<file path="src/rtl/spi_regbank.sv">
// Register bank behind the SPI register-access slave: CTRL/CFG, sticky EVT, ID, lock FSM, fast commands.
// Latency: rd_data/status are combinational from state; writes land at the strobe edge; irq_o/trig_o are one cycle later.
// Backpressure: none; every wr_vld/fastcmd_vld strobe is consumed in its cycle (rejected writes raise wr_err).
//
// Ports: clk/nrst (async active-low); reg_addr/wr_data/wr_vld write port; fastcmd/fastcmd_vld command port;
//        event_i level events; rd_data read mux; status {lock[1:0], wr_err, |evt, irq_en, fastcmd count};
//        cfg_o packed CTRL (LSB) then CFG1..; irq_o registered interrupt; trig_o one-cycle trigger pulse.
module spi_regbank #(
    parameter int               ADDR_W  = 3,
    parameter int               REG_W   = 8,
    parameter logic [REG_W-1:0] ID_VAL  = REG_W'('hA5),
    parameter logic [REG_W-1:0] CFG_RST = '0
) (
    input  logic                                 clk,
    input  logic                                 nrst,
    input  logic [ADDR_W-1:0]                    reg_addr,
    input  logic [REG_W-1:0]                     wr_data,
    input  logic                                 wr_vld,
    input  logic [5:0]                           fastcmd,
    input  logic                                 fastcmd_vld,
    input  logic [REG_W-1:0]                     event_i,
    output logic [REG_W-1:0]                     rd_data,
    output logic [7:0]                           status,
    output logic [((2**ADDR_W)-2)*REG_W-1:0]     cfg_o,
    output logic                                 irq_o,
    output logic                                 trig_o
);
    localparam int NUM_REGS = 2**ADDR_W;
    localparam int NUM_CFG  = NUM_REGS - 2;   // CTRL plus CFG1..CFG(NUM_REGS-3)

    localparam logic [ADDR_W-1:0] EVT_ADDR = ADDR_W'(NUM_REGS - 2);
    localparam logic [ADDR_W-1:0] ID_ADDR  = ADDR_W'(NUM_REGS - 1);

    localparam logic [5:0] FC_SRST = 6'h01;
    localparam logic [5:0] FC_CLR  = 6'h02;
    localparam logic [5:0] FC_LOCK = 6'h04;
    localparam logic [5:0] FC_TRIG = 6'h05;
    localparam logic [5:0] FC_ARM  = 6'h2A;
    localparam logic [5:0] FC_UNLK = 6'h15;

    typedef enum logic [1:0] {
        LOCKED   = 2'b00,
        ARMED    = 2'b01,
        UNLOCKED = 2'b10
    } lock_t;

    logic [NUM_CFG-1:0][REG_W-1:0] cfg_q;
    logic [REG_W-1:0]              evt_q;
    logic                          wr_err_q;
    lock_t                         lock_q;
    logic [2:0]                    fc_cnt_q;

    logic             is_srst;
    logic             is_clr;
    logic             is_lock;
    logic             is_trig;
    logic             addr_evt;
    logic             addr_id;
    logic             addr_cfg;
    logic             wr_cfg_ok;
    logic             wr_drop;
    logic [REG_W-1:0] evt_clr;

    assign is_srst = fastcmd_vld && (fastcmd == FC_SRST);
    assign is_clr  = fastcmd_vld && (fastcmd == FC_CLR);
    assign is_lock = fastcmd_vld && (fastcmd == FC_LOCK);
    assign is_trig = fastcmd_vld && (fastcmd == FC_TRIG);

    assign addr_evt = (reg_addr == EVT_ADDR);
    assign addr_id  = (reg_addr == ID_ADDR);
    assign addr_cfg = !addr_evt && !addr_id;

    // Write permission uses the state before this edge, so the write that
    // aborts ARMED is refused as well (ARMED is never UNLOCKED).
    assign wr_cfg_ok = wr_vld && addr_cfg && (lock_q == UNLOCKED);
    assign wr_drop   = wr_vld && (addr_id || (addr_cfg && (lock_q != UNLOCKED)));

    // EVT writes are always honoured, independent of the lock state.
    assign evt_clr = ({REG_W{wr_vld && addr_evt}} & wr_data) | {REG_W{is_clr}};

    always_ff @(posedge clk or negedge nrst) begin
        if (!nrst) begin
            cfg_q    <= {NUM_CFG{CFG_RST}};
            evt_q    <= '0;
            wr_err_q <= 1'b0;
            lock_q   <= LOCKED;
            fc_cnt_q <= 3'd0;
            irq_o    <= 1'b0;
            trig_o   <= 1'b0;
        end else if (is_srst) begin
            // Soft reset swallows any coincident write and its own count.
            cfg_q    <= {NUM_CFG{CFG_RST}};
            evt_q    <= '0;
            wr_err_q <= 1'b0;
            lock_q   <= LOCKED;
            fc_cnt_q <= 3'd0;
            irq_o    <= 1'b0;
            trig_o   <= 1'b0;
        end else begin
            for (int i = 0; i < NUM_CFG; i++) begin
                if (wr_cfg_ok && (reg_addr == ADDR_W'(i))) begin
                    cfg_q[i] <= wr_data;
                end
            end

            // New events win over a clear landing in the same cycle.
            evt_q <= (evt_q & ~evt_clr) | event_i;

            // A refused write is reported even if CLR arrives alongside it.
            wr_err_q <= (wr_err_q && !is_clr) || wr_drop;

            case (lock_q)
                LOCKED: begin
                    if (fastcmd_vld && (fastcmd == FC_ARM)) begin
                        lock_q <= ARMED;
                    end
                end
                ARMED: begin
                    if (wr_vld) begin
                        lock_q <= LOCKED;
                    end else if (fastcmd_vld) begin
                        lock_q <= (fastcmd == FC_UNLK) ? UNLOCKED : LOCKED;
                    end
                end
                UNLOCKED: begin
                    if (is_lock) begin
                        lock_q <= LOCKED;
                    end
                end
                default: lock_q <= LOCKED;
            endcase

            if (fastcmd_vld) begin
                fc_cnt_q <= fc_cnt_q + 3'd1;
            end

            irq_o  <= cfg_q[0][0] && (|evt_q);
            trig_o <= is_trig;
        end
    end

    always_comb begin
        rd_data = '0;
        if (addr_evt) begin
            rd_data = evt_q;
        end else if (addr_id) begin
            rd_data = ID_VAL;
        end else begin
            for (int i = 0; i < NUM_CFG; i++) begin
                if (reg_addr == ADDR_W'(i)) begin
                    rd_data = cfg_q[i];
                end
            end
        end
    end

    assign status = {lock_q, wr_err_q, |evt_q, cfg_q[0][0], fc_cnt_q};
    assign cfg_o  = cfg_q;

endmodule
</file>
<file path="config.mk">
export PLATFORM = sky130hd
export DESIGN_NAME = spi_regbank
export DESIGN_NICKNAME = d
export VERILOG_FILES = /design/src/rtl/spi_regbank.sv
export SDC_FILE = /design/constraint.sdc
export NUM_CORES = 1
export LEC_CHECK = 0
export ABC_AREA = 0
export BUFFER_PORTS_ARGS = -buffer_cell sky130_fd_sc_hd__buf_2
export CORE_MARGIN = 1.5
export CORE_UTILIZATION = 30
export DETAILED_ROUTE_END_ITERATION = 10
export PLACE_DENSITY = 0.56
export SLEW_MARGIN = 10
export SYNTH_ARGS = -nofsm -noshare
export SYNTH_HDL_FRONTEND = slang
export SYNTH_SLANG_ARGS = --single-unit
export TNS_END_PERCENT = 100
</file>
<file path="constraint.sdc">
create_clock -name clk -period 1.7 [get_ports clk]
set_input_delay 0.34 -clock clk [delete_from_list [all_inputs] [get_ports clk]]
set_output_delay 0.34 -clock clk [all_outputs]
set_load 0.05 [all_outputs]
</file>
==> results.ini, run 1 <==
[status]
status=finished, violations left
violations=negative setup slack

[cts]
h-tree-depth=3
clockBufferDepth=2
clk_pin_slew_ps=70
clock-sinks=64
cts_tree=built
root_buffer=clkbuf_8
numCtsBuffers=9
clock_latency_ps=340

[timing]
fin_skew_ps=6.76
fin_ws_ps=-237
min_period_ps=1940
rsz0062_at_grt=true
slew_headroom=0.787
whs_ps=210
setup_viol=8
worst_pin_slew_ps=316
max_freq_mhz=516
hold_violations=0
drv_slew=0
fin_crit_sh=1.14

[detailed_routing]
first_pass_iters=4
drc_errors=0
wl_per_cell_um=17.3
vias_per_cell=5.07
drt_wl_total_um=10900
initialDrtViolationCount=136
vias=3186
ant_nets=0

[synthesis]
ys_warn_count=0
synthCells=340
synth_most_common_cell=dfrtp_1
syn_area_um2=3340
syn-num-nets=370
synth_top_area_share=0.480
synth_area_leaders=dfrtp_1, mux2i_1, nor2_1
synth-main-ff-cell=dfrtp_1
synthAdderAreaFrac=0.00375
yosysSeqAreaShare=0.480
synth_compound_area_frac=0.162
syn_area_per_cell_um2=9.82
ys_ff_latch=64
synth_top_area_cell=dfrtp_1
synth_edf_count=0
yosys.area_share.simple=0.179
ys_async_sr_fraction=1.00
synth_mux_area_frac=0.126
synth_xor_area_frac=0.00525
synth_top_family_by_area=simple AND/OR/NAND/NOR gates
synth.distinct_cells=42
synth_common_cells=dfrtp_1, nor2_1, mux2i_1

[worst_setup_path]
cp-startpoint=cfg_o[19]
worstReg2RegEnd=cfg_o[27]
cp-start-kind=flip-flop
reg2reg_depth=5
reg2reg_slack_ps=120
criticalPathCategory=flip-flop to output pin
worstPathRequired_ps=1360
r2r_start=lock_q[0]
cp.arrival_ps=1600
crit_end=rd_data[3]
end_kind=output pin
critPathMaxFanout=2

[place]
io_buffer_count=94
dp.cells=603
place_hpwl_um=8180
finalWeightedCongestion=0.827

[floorplan]
fp.dieH_um=109
initial_utilization=0.308
coreArea_um2=10800
num_io_pins=95
dieWidth_um=109
dieArea_um2=11800
placementRows=38

[power_and_ir_drop]
p_leak_uw=0.00232
ir_drop_mv=0.692
power_density_nw_per_um2=1340

[worst_hold_path]
hold_path.class=input pin to flip-flop

[grt]
grt.total_usage=0.196
grt-ovfl-total=0
grt_pass1_vias=3301
grt_pass1_wl_um=17500
grt_start_max_net_pins=37
antenna_found_initial=1

[finish]
drive_above_1_share=0.446
multi_input_area_um2=1790
nNetsFinal=514
instances_no_fill=629
area_delta_synth_final_pct=47.6
fillCellCount=1093
n_antenna_cell=0
seq_area_um2=1610

[run]
cap_violations=0

## routing by layer
metal | share of wire | vias up | track usage
li1 | - | 1515 | -
met1 | 0.42 | 1585 | 0.248
met2 | 0.51 | 77 | 0.339
met3 | 0.054 | 7 | 0.0506
met4 | 0.0066 | 2 | 0.0338
met5 | 0.0017 | - | 0
## cells in the final DEF, fill, tap and decap left out, types with 3 or more instances in the layout
cell       n
o21ai_0    4
o21ai_2    4
nand3_1    9
buf_6     12
dfrtp_1   54
nor2_1    49
and3_1     3
nor2b_1    4
dfrtp_2   10
a22o_1     4
buf_4     52
o21a_1     4
a21bo_2    4
o21ai_4    6
buf_12     7
a21oi_2    3
nand2_1   28
o21bai_1   3
a32o_1     9
nand3b_1   6
a21oi_1   13
o311ai_2   3
a221oi_2   3
a22oi_1    7
buf_2     83
clkbuf_8  11
inv_1     11
mux2i_1   41
## power breakdown
part	switching, uW	leakage (uW)	total (uW)	internal, uW
registers	306	0.000753	2190	1880
clock network	579	0.000103	1330	754
logic	2160	0.00146	3090	934
total	3040	0.00232	6610	3570
## layout make-up
type                    count  share of cell area
multi-input cells         242               0.364
flip-flops and latches     64               0.327
repair buffers            156               0.224
well taps                 140              0.0355
clock buffers              13              0.0322
inverters                  11             0.00838
clock inverters             3             0.00812
## through the flow
step	setup TNS, ps	utilization	cell area (um2)	setup WS, ps	total power (uW)
detailed placement	-12860	0.410	4450	-402	5110
CTS	-1430	0.444	4820	-239	6600
finish	-1210	0.455	4930	-237	6610
floorplan	-964	-	3480	-276	4230
global route	-1860	0.455	4930	-322	6950
global placement	-14000	0.410	4450	-368	5080
## kinds of logic after synthesis
group | after synthesis
adder cells (fa/ha/maj) | 1
buffers and inverters | 34
AND/OR/NAND/NOR | 120
XOR/XNOR | 2
AO/OA/AOI/OAI | 77
flip-flops | 64
multiplexers | 42
## what timing repair did
action | in CTS | in global routing
pin swaps | 10 | 14
hold endpoints to repair | 7 | 0
gates resized for setup | 37 | 23
buffers inserted | 7 | 2
gates cloned | 0 | 0
endpoints found under the setup margin | 9 | 9
hold buffers | 1 | 0
## sequential cells by signal (all words and copies together), names as in the netlist
name      count
cfg_o        48
evt_q         8
fc_cnt_q      3
irq_o         1
lock_q        2
trig_o        1
wr_err_q      1
## how the worst min path moves through the flow
stage	startpoint	to	slack, ps	cells after the start
finish	event_i[7]	evt_q[7]	210	2
global route	event_i[3]	evt_q[3]	200	2
CTS	event_i[3]	evt_q[3]	190	2
detailed placement	nrst	cfg_o[24]	210	1
global placement	nrst	cfg_o[24]	210	1
floorplan	nrst	cfg_o[0]	40	0
## worst max-delay path, cell delays in order, from the launching register on
cell and delay [ps]:
dfrtp_2 380, o21bai_1 80, a221oi_2 340, o311ai_2 190, o21ai_4 100, buf_8 160
Power figures use the tool's default switching activity.
==> run 2: changes to the inputs <==
GPL_TIMING_DRIVEN = 0   (was unset)
==> run 2 against run 1 <==
  * The run still ends with negative setup slack left
  * Clock skew fell by 3.3 ps
  * Combinational power rose by 4%
  * Final cell count fell by 0.64%
  * Fmax rose by 1.8%
  * Power rose by 4.4%
  * Worst setup slack improved by 35 ps
  * Count of clock-buffer cells in the layout did not move
  * Via count rose by 3.5%
  * First-iteration DRC count rose by 46%
  * Global-route usage rose by 1.8 points
  * Critical path depth rose by 2
  * Critical path type is now input pin to output pin
  * Highest routed layer is now met4
==> results.ini, run 2 (same netlist as run 1, synthesis figures left out) <==
[timing]
fin_crit_sh=1.12  ; -0.0207
drv_slew=0  ; unchanged
rsz0062_at_grt=true
fin_ws_ps=-202  ; +35.2 ps
hold_violations=0  ; unchanged
fin_skew_ps=3.42  ; -3.34 ps
min_period_ps=1900  ; -35.2 ps
whs_ps=213  ; +2.96 ps
setup_viol=9  ; +1
max_freq_mhz=526  ; +1.8%
slew_headroom=0.635  ; -0.153
worst_pin_slew_ps=546  ; +229 ps

[detailed_routing]
initialDrtViolationCount=199  ; +46%
drt_wl_total_um=12100  ; +12%
ant_nets=0  ; unchanged
drc_errors=0  ; unchanged
first_pass_iters=6  ; +2
vias_per_cell=5.28  ; +4.2%
vias=3298  ; +3.5%
wl_per_cell_um=19.4  ; +12%

[finish]
drive_above_1_share=0.468  ; +0.0222
instances_no_fill=625  ; -0.64%
area_delta_synth_final_pct=54.7
fillCellCount=1021  ; -6.6%
multi_input_area_um2=1910  ; +6.5%
seq_area_um2=1620  ; +0.23%
stdcell_area_um2=5170  ; +4.8%
final_cell_mix=buf_2, dfrtp_1, nor2_1
layout_commonest_cell=buf_2
n_antenna_cell=0  ; unchanged
nNetsFinal=510  ; -0.78%
largest_reg_flops=48  ; unchanged

[cts]
cts_tree=built
clock-sinks=64  ; unchanged
clock_latency_ps=350  ; about the same
root_buffer=clkbuf_8
clockBufferDepth=2  ; unchanged
numCtsBuffers=9  ; unchanged
clk_pin_slew_ps=70  ; about the same
h-tree-depth=3  ; unchanged

[power_and_ir_drop]
p_leak_uw=0.00236  ; +2.1%
ir_drop_mv=0.819  ; +18%
power_density_nw_per_um2=1340  ; -0.40%

[grt]
antenna_found_initial=0  ; -1
grt_start_max_net_pins=44  ; +19%
grt_pass1_vias=3247  ; -1.6%
grt_pass1_wl_um=18600  ; +6.6%
grt.total_usage=0.213  ; +0.0176
grt-ovfl-total=0  ; unchanged

[worst_setup_path]
cp.arrival_ps=1560  ; -40 ps
cp_cell_sequence=buf_8 -> clkbuf_16 -> nor2b_4 -> a221oi_4 -> a31oi_2 -> o21ai_4 -> buf_8
crit_top_cell=buf_8
crit_family=compound AO/OA/AOI/OAI gates
critPathMaxFanout=5  ; +3
crit_slowest_cell=a221oi_4
crit_path_max_incr_delay_ps=360  ; -20 ps
criticalPathCategory=input pin to output pin
end_kind=output pin
critPathBufInv=3  ; +2
cp-start-kind=input pin
worstPathRequired_ps=1360  ; about the same

[floorplan]
fp.dieH_um=109  ; unchanged
dieWidth_um=109  ; unchanged
placementRows=38  ; unchanged
initial_utilization=0.308  ; unchanged
num_io_pins=95  ; unchanged
dieArea_um2=11800  ; unchanged
coreArea_um2=10800  ; unchanged

[run]
cap_violations=0  ; unchanged

[status]
violations=negative setup slack
status=finished, violations left

[place]
place_area_um2=4160  ; -6.6%
finalWeightedCongestion=0.819  ; -0.87%
place_hpwl_um=8130  ; -0.59%
io_buffer_count=94  ; unchanged
dp.cells=575  ; -4.6%

[worst_hold_path]
hold_path.class=input pin to flip-flop

==> run 2: cell count changes in the layout (fill, tap and decap cells not counted), sizes merged <==
cell / change
clkbuf: +13
bufinv: +1
clkinv: -1
buf: -17
==> run 2: final timing paths <==
check	start	endpoint	slack [ps]	cells after the start
worst max-delay path	reg_addr[2]	rd_data[4]	-200	7
worst min-delay path	event_i[1]	evt_q[1]	210	2
worst max register to register	lock_q[0]	cfg_o[15]	70	6
worst min register to register	lock_q[1]	lock_q[0]	490	1
max in group asynchronous	nrst	cfg_o[6]	730	3
min in group asynchronous	nrst	cfg_o[40]	430	2
==> run 2: layout make-up <==
cell class,instances,share of cell area
multi-input cells,242,0.370
flip-flops and latches,64,0.313
repair buffers,129,0.177
plain buffers,23,0.0564
well taps,140,0.0339
clock buffers,13,0.0288
clock inverters,3,0.0126
inverters,11,0.00799
==> run 2: worst register-to-register path: stages, from the launching register on <==
cell and delay (ps):
dfrtp_2 450, and4bb_2 370, buf_6 160, nand3b_1 80
clkbuf_4 210, mux2i_1 190, nor2_1 60
==> run 2: routing by layer <==
| layer | track usage | vias to the layer above | share of wire |
|---|---|---|---|
| li1 | - | 1505 | - |
| met2 | 0.350 | 123 | 0.49 |
| met1 | 0.284 | 1653 | 0.44 |
| met4 | 0.0583 | 0 | 0.014 |
| met3 | 0.0458 | 17 | 0.059 |
| met5 | 0 | - | 0 |
==> run 2: timing repair <==
action / 4_1_cts / 5_1_grt
pin swaps: 21 / 13
resized for setup: 97 / 24
endpoints found under the setup margin: 45 / 64
gates cloned: 3 / 1
setup buffers: 23 / 6
hold endpoints to repair: 21 / 0
hold buffers: 1 / 0
==> run 2: through the flow <==
stage	TNS (ps)	total power [uW]	setup WS (ps)	util
2_1_floorplan	-964	4230	-276	-
3_3_place_gp	-28720	4940	-712	0.381
3_5_place_dp	-26910	4980	-728	0.383
4_1_cts	-1160	6820	-194	0.461
5_1_grt	-1690	7210	-244	0.477
6_report	-1190	6900	-202	0.477
==> run 2: power by group <==
| group | internal (uW) | switching (uW) |
|---|---|---|
| sequential | 1880 | 325 |
| combinational | 1010 | 2210 |
| clock | 866 | 604 |
